==> config.mk <==
export PLATFORM = sky130hd
export DESIGN_NAME = bcd_stopwatch
export DESIGN_NICKNAME = d
export VERILOG_FILES = /design/src/rtl/bcd_stopwatch.sv
export SDC_FILE = /design/constraint.sdc
export NUM_CORES = 1
export LEC_CHECK = 0
export BUFFER_PORTS_ARGS = -buffer_cell sky130_fd_sc_hd__buf_2
export CORE_MARGIN = 4
export CORE_UTILIZATION = 61
export CTS_BUF_LIST = sky130_fd_sc_hd__clkbuf_16
export CTS_CLUSTER_SIZE = 8
export DETAILED_ROUTE_END_ITERATION = 8
export PLACE_DENSITY_LB_ADDON = 0.08
export SETUP_SLACK_MARGIN = 0.1
export SLEW_MARGIN = 10
export SYNTH_ARGS = -nofsm -noshare
export SYNTH_HDL_FRONTEND = slang
export SYNTH_SLANG_ARGS = --single-unit
==> constraint.sdc <==
create_clock -name clk -period 1.9 [get_ports clk]
set_input_delay 0.38 -clock clk [delete_from_list [all_inputs] [get_ports clk]]
set_output_delay 0.38 -clock clk [all_outputs]
set_load 0.05 [all_outputs]
==> src/rtl/bcd_stopwatch.sv <==
// Two-digit BCD stopwatch: synchronized, debounced start/stop and clear buttons,
// a prescaled up/down count with a wrap pulse on 99<->00.
module bcd_stopwatch #(
  parameter int TICK_DIV        = 10,
  parameter int DEBOUNCE_CYCLES = 4
) (
  input  logic       clk,
  input  logic       reset,
  input  logic       btn_start_stop,
  input  logic       btn_clear,
  input  logic       up_down,
  output logic [3:0] tens,
  output logic [3:0] ones,
  output logic       running,
  output logic       wrap
);

  localparam logic        STOPPED = 1'b0;
  localparam logic        RUNNING = 1'b1;
  localparam logic [16:0] DB_LAST = 17'(DEBOUNCE_CYCLES - 1);
  localparam logic [23:0] PS_LAST = 24'(TICK_DIV - 1);

  // Bit 0 = start_stop, bit 1 = clear, bit 2 = up_down.
  logic [2:0]       sync1_q, sync1_d;
  logic [2:0]       sync2_q, sync2_d;
  logic [1:0]       db_q, db_d;
  logic [1:0][16:0] db_cnt_q, db_cnt_d;
  logic [1:0]       press_q, press_d;
  logic             state_q, state_d;
  logic [23:0]      presc_q, presc_d;
  logic [3:0]       tens_q, tens_d;
  logic [3:0]       ones_q, ones_d;
  logic             wrap_q, wrap_d;
  logic             step;

  always_comb begin
    sync1_d = {up_down, btn_clear, btn_start_stop};
    sync2_d = sync1_q;
  end

  // A level is accepted only after DEBOUNCE_CYCLES consecutive differing cycles.
  always_comb begin
    db_d     = db_q;
    db_cnt_d = db_cnt_q;
    for (int i = 0; i < 2; i++) begin
      if (sync2_q[i] == db_q[i]) begin
        db_cnt_d[i] = '0;
      end else if (db_cnt_q[i] == DB_LAST) begin
        db_d[i]     = sync2_q[i];
        db_cnt_d[i] = '0;
      end else begin
        db_cnt_d[i] = db_cnt_q[i] + 17'd1;
      end
    end
    press_d = db_d & ~db_q;
  end

  always_comb begin
    state_d = state_q;
    presc_d = presc_q;
    tens_d  = tens_q;
    ones_d  = ones_q;
    wrap_d  = 1'b0;
    step    = 1'b0;

    if (state_q == RUNNING) begin
      if (presc_q == PS_LAST) begin
        presc_d = '0;
        step    = 1'b1;
      end else begin
        presc_d = presc_q + 24'd1;
      end
    end

    if (step) begin
      if (sync2_q[2]) begin
        if (ones_q == 4'd9) begin
          ones_d = 4'd0;
          if (tens_q == 4'd9) begin
            tens_d = 4'd0;
            wrap_d = 1'b1;
          end else begin
            tens_d = tens_q + 4'd1;
          end
        end else begin
          ones_d = ones_q + 4'd1;
        end
      end else begin
        if (ones_q == 4'd0) begin
          ones_d = 4'd9;
          if (tens_q == 4'd0) begin
            tens_d = 4'd9;
            wrap_d = 1'b1;
          end else begin
            tens_d = tens_q - 4'd1;
          end
        end else begin
          ones_d = ones_q - 4'd1;
        end
      end
    end

    // Clear outranks both a coincident start/stop press and a same-edge step.
    if (press_q[1]) begin
      state_d = STOPPED;
      presc_d = '0;
      tens_d  = 4'd0;
      ones_d  = 4'd0;
      wrap_d  = 1'b0;
    end else if (press_q[0]) begin
      state_d = ~state_q;
    end
  end

  always_ff @(posedge clk) begin
    if (reset) begin
      sync1_q  <= '0;
      sync2_q  <= '0;
      db_q     <= '0;
      db_cnt_q <= '0;
      press_q  <= '0;
      state_q  <= STOPPED;
      presc_q  <= '0;
      tens_q   <= '0;
      ones_q   <= '0;
      wrap_q   <= 1'b0;
    end else begin
      sync1_q  <= sync1_d;
      sync2_q  <= sync2_d;
      db_q     <= db_d;
      db_cnt_q <= db_cnt_d;
      press_q  <= press_d;
      state_q  <= state_d;
      presc_q  <= presc_d;
      tens_q   <= tens_d;
      ones_q   <= ones_d;
      wrap_q   <= wrap_d;
    end
  end

  assign tens    = tens_q;
  assign ones    = ones_q;
  assign running = state_q;
  assign wrap    = wrap_q;

endmodule

==> flow_summary_export.csv, run 1 <==
group,metric,value,unit
routing,drt_iter0_markers,165,
pwr,leakage,1.57,nW
yosys,synth_compound_area_share,4.83,%
yosys,synth_edf_count,0,
floorplanning,num_rows,27,
clocking,cts_tree,"done",
worst_setup_path,critPathKind,"reg -> reg",
clocking,cts.sinks,78,
timing,tightest_slew,423,ps
clocking,cts_buffer_depth,2,
min_path,hold_path.startpoint,"up_down",
min_path,min_path_type,"in -> reg",
grt,antenna_found_initial,0,
timing,fin_crit_sh,96.4,%
worst_setup_path,path_max_fanout,6,
routing,routed_wl,7.55,mm
placed_design,dpl_cell_area,3770,µm²
outcome,outcome,"completed",
pwr,ir_drop,800,µV
routing,drt-pass1-iter-count,4,
grt,grt_max_degree,25,
clocking,cts_root_buf,"clkbuf_16",
yosys,ys_ff_latch,78,
timing,hold_viol_final,0,
timing,slew_violations,0,
cells_and_area,syn2layout_area_growth,19.3,%
floorplanning,start_util,63.8,%
routing,antenna_left,0,
cells_and_area,num_antenna_cells,0,
clocking,cts_inserted_buffers,9,
grt,grt_util_met1,26.9,%
timing,rsz0062_at_grt,"true",
cells_and_area,final_core_util,76.1,%
pwr,power.density,844,nW/µm²
yosys,syn_area,3580,µm²
timing,finalCriticalPeriod,1830,ps
grt,grt_overflow,0,
worst_setup_path,timing.rr.start,"presc_q[13]",
yosys,synth.distinct_cells,44,
timing,final-setup-viol-count,0,
grt,grt_usage,21.5,%
cells_and_area,fin_nets,450,
yosys,synth_xor_xnor_area_share,14.7,%
timing,clock_skew,7.63,ps
yosys,synth_top_flop_cell,"dfxtp_1",
grt,grt_pass1_wl,12.7,mm
yosys,yosysWarnings,0,
cells_and_area,drive_above_1_share,15.7,%
grt,grt.busiest_layer,"met2",
routing,vias,2999,
grt,met3_usage,4.12,%
yosys,syn_inst,414,
placed_design,place_congestion,0.790,
worst_setup_path,crit_slowest_cell,"nor4_1",
flow_run,drv_cap,0,
grt,grt_use_met2,35.7,%
clocking,hold_buffers,0,
worst_setup_path,crit_required,2120,ps
yosys,synth_mux_area_share,1.12,%
yosys,yosys.area_share.adder,1.40,%
routing,wire_per_inst,14.6,µm
yosys,async_reset_ff_share,0,%
yosys,synth-seq-area-share,43.6,%
floorplanning,core,5610,µm²
worst_setup_path,critPathLaunchType,"flop",
placed_design,port_buffers,14,
worst_setup_path,cp.arrival,2060,ps
grt,grt_pass1_vias,2821,
yosys,syn_nets,423,
timing,fmax,546,MHz
worst_setup_path,crit_path_cell_trace,"nor4_1, nand4_1, nor3_2, mux2i_1, nor2_1",
yosys,synthSimpleGateAreaFrac,31.4,%
timing,slew_headroom,71.7,%
worst_setup_path,max_stage_delay,410,ps
routing,drc,0,
worst_setup_path,startpoint,"presc_q[13]",
yosys,synth_top_family_by_area,"simple AND/OR/NAND/NOR gates",
floorplanning,dieArea,7160,µm²
yosys,syn-mean-instance-area,8.64,µm²
worst_setup_path,worstSetupEndpointType,"flop",
routing,viasPerCell,5.79,
cells_and_area,finalInstanceArea,4270,µm²
clocking,cts.htree.levels,3,
floorplanning,ioPinCount,15,
floorplanning,die_y,84.6,µm
floorplanning,fp.dieW,84.6,µm
clocking,clock_latency,330,ps
clocking,clk_pin_slew,60,ps
placed_design,dp_hpwl,4.67,mm
==> path summary, 6_finish.rpt <==
kind | end | slack (ps) | depth (start not counted)
setup / recovery | tens[2] | 70 | 5
hold / removal | sync1_q[2] | 250 | 2
setup reg to reg | tens[2] | 70 | 5
hold reg to reg | sync2_q[0] | 440 | 1
==> metal layers <==
layer  vias to the layer above  share of wire [%]  routed length [µm]
met1                      1411                 46                3440
met2                        88                 48                3590
met5                         -                  0                   0
li1                       1480                  -                   -
met4                         0                2.7                 207
met3                        20                4.2                 319
==> where the power goes <==
group,internal [W],switching (W)
combinational,0.0000286,0.0000363
sequential,0.00164,0.00000499
clock,0.00122,0.000668
==> state kept, by name, indices dropped and copies added (netlist names), 2 cells and up <==
register and count:
db_cnt_q 34, presc_q 24, ones 4, tens 4
sync1_q 3, sync2_q 3, db_q 2, press_q 2
==> worst max-delay path: cells and delay by family (launching register included) <==
family | cells | cell delay [ps]
simple gates | 4 | 1110
flops | 1 | 380
mux | 1 | 230
==> repair_timing <==
action | 4_1_cts | 5_1_grt
setup endpoints to repair | 0 | 47
gates resized for setup | 0 | 19
buffers inserted | 0 | 5
==> layout by cell type (no fill, tap or decap), types with 2 or more instances in the layout <==
cell type,instances
bufinv_16,2
o211ai_1,2
buf_4,15
nand2_1,25
or2_2,2
dfxtp_1,76
nor2b_1,7
nor3_2,2
nand3_1,19
nor4b_2,3
and4_1,8
nor4_2,5
nor4_1,8
buf_6,2
mux2i_1,4
nor2_1,85
nand3b_1,2
nor4b_1,4
buf_2,14
xnor2_1,28
inv_1,8
nand4_1,18
a211oi_1,2
clkbuf_16,11
a21oi_1,5
xor2_1,32
and3_1,13
nor3_1,6
o21ai_0,7
ha_1,3
==> cell usage after synthesis (5+ instances only) <==
cell type / instances / area share (%)
nor2_1: 86 / 9.0
dfxtp_1: 78 / 44
xor2_1: 32 / 7.8
xnor2_1: 28 / 6.9
nand2_1: 27 / 2.8
nand3_1: 19 / 2.7
nand4_1: 18 / 3.1
and3_1: 13 / 2.3
nor4_1: 12 / 2.1
clkbuf_1: 9 / 0.94
and4_1: 8 / 2.0
inv_1: 8 / 0.84
nor2b_1: 7 / 1.2
nor3_1: 7 / 0.98
o21ai_0: 7 / 0.98
buf_2: 6 / 0.84
a21oi_1: 5 / 0.70
nor4b_1: 5 / 1.2
==> layout make-up <==
cell class              instances  area [µm²]
fillers                       400        1340
flip-flops and latches         78        1570
multi-input cells             311        2000
inverters                       8        30.0
clock buffers                  10         250
clock inverters                 6        83.8
well taps                      72        90.1
repair buffers                 33         250
==> cell families after synthesis <==
logic type	after synthesis
and+or+nand+nor	217
DFF	78
xor gates and xnor gates	60
AOI/OAI and AO/OA	26
buffers and inverters	25
muxes	4
adders and majority gates	4
==> through the flow <==
step | cells | setup slack (ps) | power [W] | setup TNS (ps) | hold slack (ps)
finish | 518 | 67.9 | 0.00360 | 0 | 254
global placement | 495 | 182 | 0.00173 | 0 | 417
detailed placement | 495 | 136 | 0.00174 | 0 | 426
floorplan | 414 | 127 | 0.00171 | 0 | 413
CTS | 511 | 122 | 0.00362 | 0 | 247
global route | 518 | -30.7 | 0.00371 | -58.4 | 265
Note: power is estimated with default switching activity, not from simulation.
==> run 2, diff against run 1 <==
ABC_AREA = 1   (was not set)
CORE_ASPECT_RATIO = 1.25   (was not set)
CORE_UTILIZATION = 62   (was 61)
==> run 2 against run 1 <==
Against the previous run: first-iteration DRC count up 71%; wire length up 12%; register-to-register slack better by 260 ps.
==> flow_summary_export.csv, run 2 <==
group,metric,value,unit
outcome,outcome,"completed",
grt,grt_overflow,0,
floorplanning,die_y,98.3,µm
timing,fin_crit_sh,82.6,%
clocking,postCtsSetupBuffers,0,
cells_and_area,syn2layout_area_growth,11.8,%
pwr,ir_drop,800,µV
clocking,cts_inserted_buffers,9,
worst_setup_path,worstSetupEndpointType,"flop",
worst_setup_path,critPathKind,"reg -> reg",
grt,grt_usage,23.3,%
cells_and_area,largest_reg_flops,34,
cells_and_area,fin_nets,633,
routing,drt-pass1-iter-count,6,
routing,wire_per_inst,11.9,µm
yosys,synth.area.top_cells,"dfxtp_1, nand2_1, nor2_1",
yosys,ys_ff_latch,78,
cells_and_area,num_antenna_cells,0,
clocking,cts_tree,"done",
routing,viasPerCell,5.29,
clocking,cts_root_buf,"clkbuf_16",
pwr,power.density,774,nW/µm²
min_path,min_path_type,"in -> reg",
timing,hold_viol_final,0,
timing,slew_headroom,68.9,%
cells_and_area,max_flop_register,"db_cnt_q",
worst_setup_path,critPathLaunchType,"flop",
floorplanning,num_rows,32,
yosys,synth_edf_count,0,
yosys,yosys.area.top_type,"dfxtp_1",
worst_setup_path,cp.arrival,1830,ps
cells_and_area,final_cell_mix,"nand2_1, nor2_1, dfxtp_1, inv_1, nand3_1",
cells_and_area,seq_area,1560,µm²
routing,drc,0,
yosys,synth.distinct_cells,36,
flow_run,drv_cap,0,
routing,vias,3775,
yosys,synth_top_area_share,38.6,%
clocking,cts_buffer_depth,2,
cells_and_area,mostFrequentLayoutCell,"nand2_1",
routing,drt_iter0_markers,282,
clocking,clk_pin_slew,60,ps
worst_setup_path,max_stage_delay,420,ps
routing,routed_wl,8.46,mm
cells_and_area,drive_above_1_share,11.3,%
floorplanning,fp.dieW,80.2,µm
yosys,synthTopCellsByCount,"nand2_1, nor2_1, dfxtp_1",
timing,rsz0062_at_grt,"false",
floorplanning,ioPinCount,15,
cells_and_area,top_regs,"db_cnt_q (34), presc_q (24)",
cells_and_area,n_fill_cell,509,
yosys,syn_area,4050,µm²
clocking,clock_latency,330,ps
worst_setup_path,crit_path_cell_trace,"ha_1, inv_1, nor2_2, nand3_2, nor2_2, nand3_1, nand2_1, nand2_1, nor2_1",
grt,antenna_found_initial,0,
worst_setup_path,crit_required,2170,ps
timing,fmax,637,MHz
grt,grt_max_degree,18,
yosys,syn-mean-instance-area,6.72,µm²
yosys,yosysWarnings,0,
placed_design,place_congestion,0.925,
worst_setup_path,crit_slowest_cell,"dfxtp_1",
timing,whs,246,ps
worst_setup_path,path_max_fanout,5,
yosys,synth_top_flop_cell,"dfxtp_1",
clocking,cts.sinks,78,
yosys,async_reset_ff_share,0,%
timing,finalCriticalPeriod,1570,ps
floorplanning,dieArea,7890,µm²
cells_and_area,multi_input_area,2130,µm²
placed_design,dp_hpwl,6.02,mm
grt,grt_pass1_wl,15.2,mm
clocking,cts.htree.levels,3,
yosys,yosys.cell_count.top_type,"nand2_1",
pwr,power.total,0.00350,W
pwr,leakage,1.75,nW
clocking,cts_resized,0,
timing,final-setup-viol-count,0,
timing,finalSetupTns,0,ps
floorplanning,core,6250,µm²
floorplanning,start_util,64.8,%
timing,tightest_slew,464,ps
yosys,syn_nets,611,
routing,antenna_left,0,
yosys,synth-seq-area-share,38.6,%
timing,slew_violations,0,
timing,clock_skew,6.30,ps
placed_design,port_buffers,14,
grt,grt_pass1_vias,3651,
yosys,syn_inst,602,
clocking,hold_buffers,0,
[run 2: cell count changes in the layout (fill, tap and decap cells not counted), sizes merged, moves of 19 or more]
cell and change:
nand2 +108, nand3 +19, nor2 +49, a21oi +27
xnor2 -24, inv +73
[run 2: kinds of logic (layout without fill, tap and decap cells)]
logic type / count (synthesis) / after routing / share of synthesized area [%]
xor+xnor: 18 / 18 / 3.90
flops: 78 / 78 / 38.6
compound gates: 53 / 53 / 6.96
buf+inv: 89 / 116 / 8.72
fa+ha+maj: 4 / 4 / 1.24
simple gates: 360 / 360 / 40.6
[run 2: critical path: cells and delay by family, from the launching register on]
kind	cells	cell delay, ps
flip-flops	1	420
buffers and inverters	1	70
AND/OR/NAND/NOR	7	770
adder cells (fa/ha/maj)	1	230
[run 2: final timing paths]
check	endpoint	cells past startpoint	slack [ps]	startpoint
max	presc_q[18]	9	330	presc_q[0]
min	sync1_q[2]	3	250	up_down
max reg2reg	presc_q[18]	9	330	presc_q[0]
min reg2reg	sync2_q[1]	2	400	sync1_q[1]
[run 2: power by group]
part           switching, W  internal, W  total (W)
sequential       0.00000462      0.00164    0.00165
clock              0.000655      0.00114    0.00180
combinational     0.0000391    0.0000173  0.0000564
total              0.000698      0.00280    0.00350
[run 2: final cells by class]
| type | count | area share [%] |
|---|---|---|
| multi-input cells | 435 | 47.1 |
| flip-flops and latches | 78 | 34.5 |
| inverters | 82 | 6.81 |
| clock buffers | 9 | 4.98 |
| well taps | 85 | 2.35 |
| repair buffers | 18 | 2.21 |
| clock inverters | 7 | 1.99 |
[run 2: stage by stage]
step | util [%] | worst slack [ps] | instance area (µm²) | instances
after global placement | 67.3 | 418 | 4210 | 698
final | 72.4 | 331 | 4520 | 714
after floorplan | - | 236 | 4050 | 602
after CTS | 72.4 | 329 | 4520 | 714
after detailed placement | 67.3 | 348 | 4210 | 698
after global routing | 72.4 | 143 | 4520 | 714
[run 2: layer usage]
| metal | track usage (%) | vias to the layer above | part of all wire (%) |
|---|---|---|---|
| li1 | - | 1963 | - |
| met1 | 28.2 | 1683 | 44 |
| met2 | 39.5 | 113 | 50 |
| met3 | 4.70 | 16 | 4.5 |
| met4 | 9.88 | 0 | 2.0 |
| met5 | 0 | - | 0 |
==> run 3, diff against run 2 <==
CORE_UTILIZATION = 56   (was 62)
clock period = 1.27 ns   (was 1.9 ns; I/O delays follow)
==> run 3 against run 2 <==
Against the previous run: clock-buffer cell count rose by 1; register-to-register slack got worse by 710 ps; first-iteration DRC count rose by 34%; critical path type unchanged; the flow now finishes with violations (negative setup slack); hold slack got worse by 120 ps; global-route usage rose by 5.7 points; cell count rose by 16%; largest power group unchanged; clock skew barely moved; non-clock buffer count rose by 108.
==> flow_summary_export.csv, run 3 (same netlist as run 2, synthesis figures left out) <==
group,metric,value,unit
outcome,outcome,"finished with violations",
outcome,failed_checks,"negative setup slack",
cells_and_area,final_cell_mix,"nand2_1, nor2_1, buf_4, inv_1, dfxtp_1",
routing,wl_met2,7.62,mm
worst_setup_path,worst-path-buf-inv,2,
worst_setup_path,cp.arrival,1880,ps
timing,hold_viol_final,0,
routing,wl_met1,5.24,mm
routing,vias,4667,
clocking,clock_latency,340,ps
routing,antenna_left,0,
timing,whs,122,ps
routing,drt-pass1-iter-count,7,
timing,worst_slack,-382,ps
grt,grt_overflow,0,
cells_and_area,max_flop_register,"db_cnt_q",
grt,grt_pass1_vias,4465,
grt,grt_pass1_wl,20.1,mm
clocking,cts_inserted_buffers,9,
clocking,cts_tree,"done",
worst_setup_path,path_delay_family,"simple AND/OR/NAND/NOR gates",
floorplanning,num_rows,34,
floorplanning,dieArea,8660,µm²
worst_setup_path,max_stage_delay,330,ps
placed_design,place_congestion,0.913,
cells_and_area,largest_reg_flops,34,
floorplanning,start_util,58.0,%
cells_and_area,mostFrequentLayoutCell,"nand2_1",
timing,slew_violations,0,
timing,fmax,606,MHz
worst_setup_path,crit_required,1500,ps
min_path,whs_path_depth,3,
floorplanning,core,6980,µm²
floorplanning,fp.dieW,84.0,µm
worst_setup_path,timing.rr.start,"presc_q[1]",
routing,drt_iter0_markers,377,
routing,viasPerCell,5.64,
floorplanning,die_y,103,µm
pwr,ir_drop,732,µV
min_path,min_path_type,"in -> reg",
pwr,power.density,860,nW/µm²
clocking,cts.htree.levels,3,
cells_and_area,instances_no_fill,827,
worst_setup_path,r2r_slack,-380,ps
pwr,leakage,2.55,nW
routing,routed_wl,14.1,mm
cells_and_area,drive_above_1_share,42.5,%
worst_setup_path,startpoint,"presc_q[1]",
routing,met3WireLength,641,µm
placed_design,port_buffers,14,
timing,rsz0062_at_grt,"true",
worst_setup_path,critPathKind,"reg -> reg",
grt,antenna_found_initial,0,
worst_setup_path,crit_slowest_cell,"dfxtp_2",
floorplanning,ioPinCount,15,
flow_run,drv_cap,0,
worst_setup_path,critPathLaunchType,"flop",
clocking,clk_pin_slew,70,ps
cells_and_area,n_fill_cell,307,
timing,final-setup-viol-count,69,
clocking,cts_buffer_depth,2,
routing,dr.max_layer_used,"met4",
cells_and_area,fin_nets,741,
timing,clock_skew,5.80,ps
cells_and_area,syn2layout_area_growth,55.0,%
timing,finalCriticalPeriod,1650,ps
routing,wire_per_inst,17.1,µm
clocking,cts.sinks,78,
cells_and_area,num_antenna_cells,0,
cells_and_area,top_regs,"db_cnt_q (34), presc_q (24)",
grt,grt_max_degree,15,
timing,tightest_slew,348,ps
worst_setup_path,crit_path_cell_trace,"inv_2, ha_4, inv_2, nor2_2, nand2_2, nor2_4, nand3_4, nor2_4, nand2_1, nand2_1, nor2_1",
min_path,whs_endpoint,"sync1_q[1]",
worst_setup_path,path_max_fanout,7,
clocking,hold_buffers,0,
worst_setup_path,worstSetupEndpointType,"flop",
placed_design,dp_hpwl,7.10,mm
min_path,hold_path.startpoint,"btn_clear",
timing,slew_headroom,76.6,%
worst_setup_path,ff2ff_path_depth,11,
worst_setup_path,regToRegEndpoint,"tens[3]",
grt,grt_usage,29.0,%
timing,fin_crit_sh,130,%
placed_design,dp_cells,766,
clocking,cts_root_buf,"clkbuf_16",
routing,drc,0,
==> run 3: cell type report <==
class                      count  area, µm²  area share, %
inverter                      82        323           5.15
clock buffer                  10        250           3.99
sequential                    78       1620           25.8
multi-input combinational    435       2700           43.0
timing repair buffer         126       1200           19.1
clock inverter                 6       68.8           1.10
tap                           90        113           1.80
==> run 3: worst max path at each step <==
stage	endpoint	slack [ps]	cells past startpoint
floorplan	presc_q[21]	-120	12
global placement	tens[2]	-130	11
detailed placement	tens[2]	-200	11
CTS	tens[2]	-200	11
global route	tens[3]	-480	11
finish	tens[3]	-380	11
==> run 3: worst reg2reg max path, stage by stage, from the launching register on <==
cell	delay [ps]
dfxtp_2	330
inv_2	60
ha_4	120
inv_2	30
nor2_2	90
nand2_2	70
nor2_4	160
nand3_4	150
nor2_4	240
nand2_1	120
nand2_1	110
nor2_1	60
==> run 3: repair_timing <==
item | in CTS | in global routing
pin swaps | 40 | 47
endpoints found under the setup margin | 80 | 79
gates cloned | 3 | 1
buffers inserted | 27 | 17
gates resized for setup | 108 | 89
==> run 3: layer usage <==
| layer | global-route usage [%] | up-vias |
|---|---|---|
| li1 | - | 2175 |
| met1 | 29.1 | 2246 |
| met2 | 55.0 | 181 |
| met3 | 5.92 | 65 |
| met4 | 18.2 | 0 |
| met5 | 0 | - |
==> run 3: power breakdown <==
part           internal (W)  leakage, nW  switching, W
registers           0.00244        0.647    0.00000923
clock network       0.00165        0.154       0.00113
logic             0.0000711         1.75     0.0000967
total               0.00416         2.55       0.00123
==> run 3: metrics by stage <==
| stage | setup slack (ps) | cell area, µm² | TNS [ps] | util [%] | power [W] |
|---|---|---|---|---|---|
| 5_1_grt | -480 | 6270 | -18070 | 89.9 | 0.00549 |
| 4_1_cts | -198 | 5830 | -4910 | 83.5 | 0.00532 |
| 3_5_place_dp | -202 | 4830 | -4370 | 69.2 | 0.00263 |
| 3_3_place_gp | -135 | 4830 | -2600 | 69.2 | 0.00263 |
| 6_report | -382 | 6270 | -13730 | 89.9 | 0.00539 |
| 2_1_floorplan | -124 | 4180 | -1580 | - | 0.00258 |
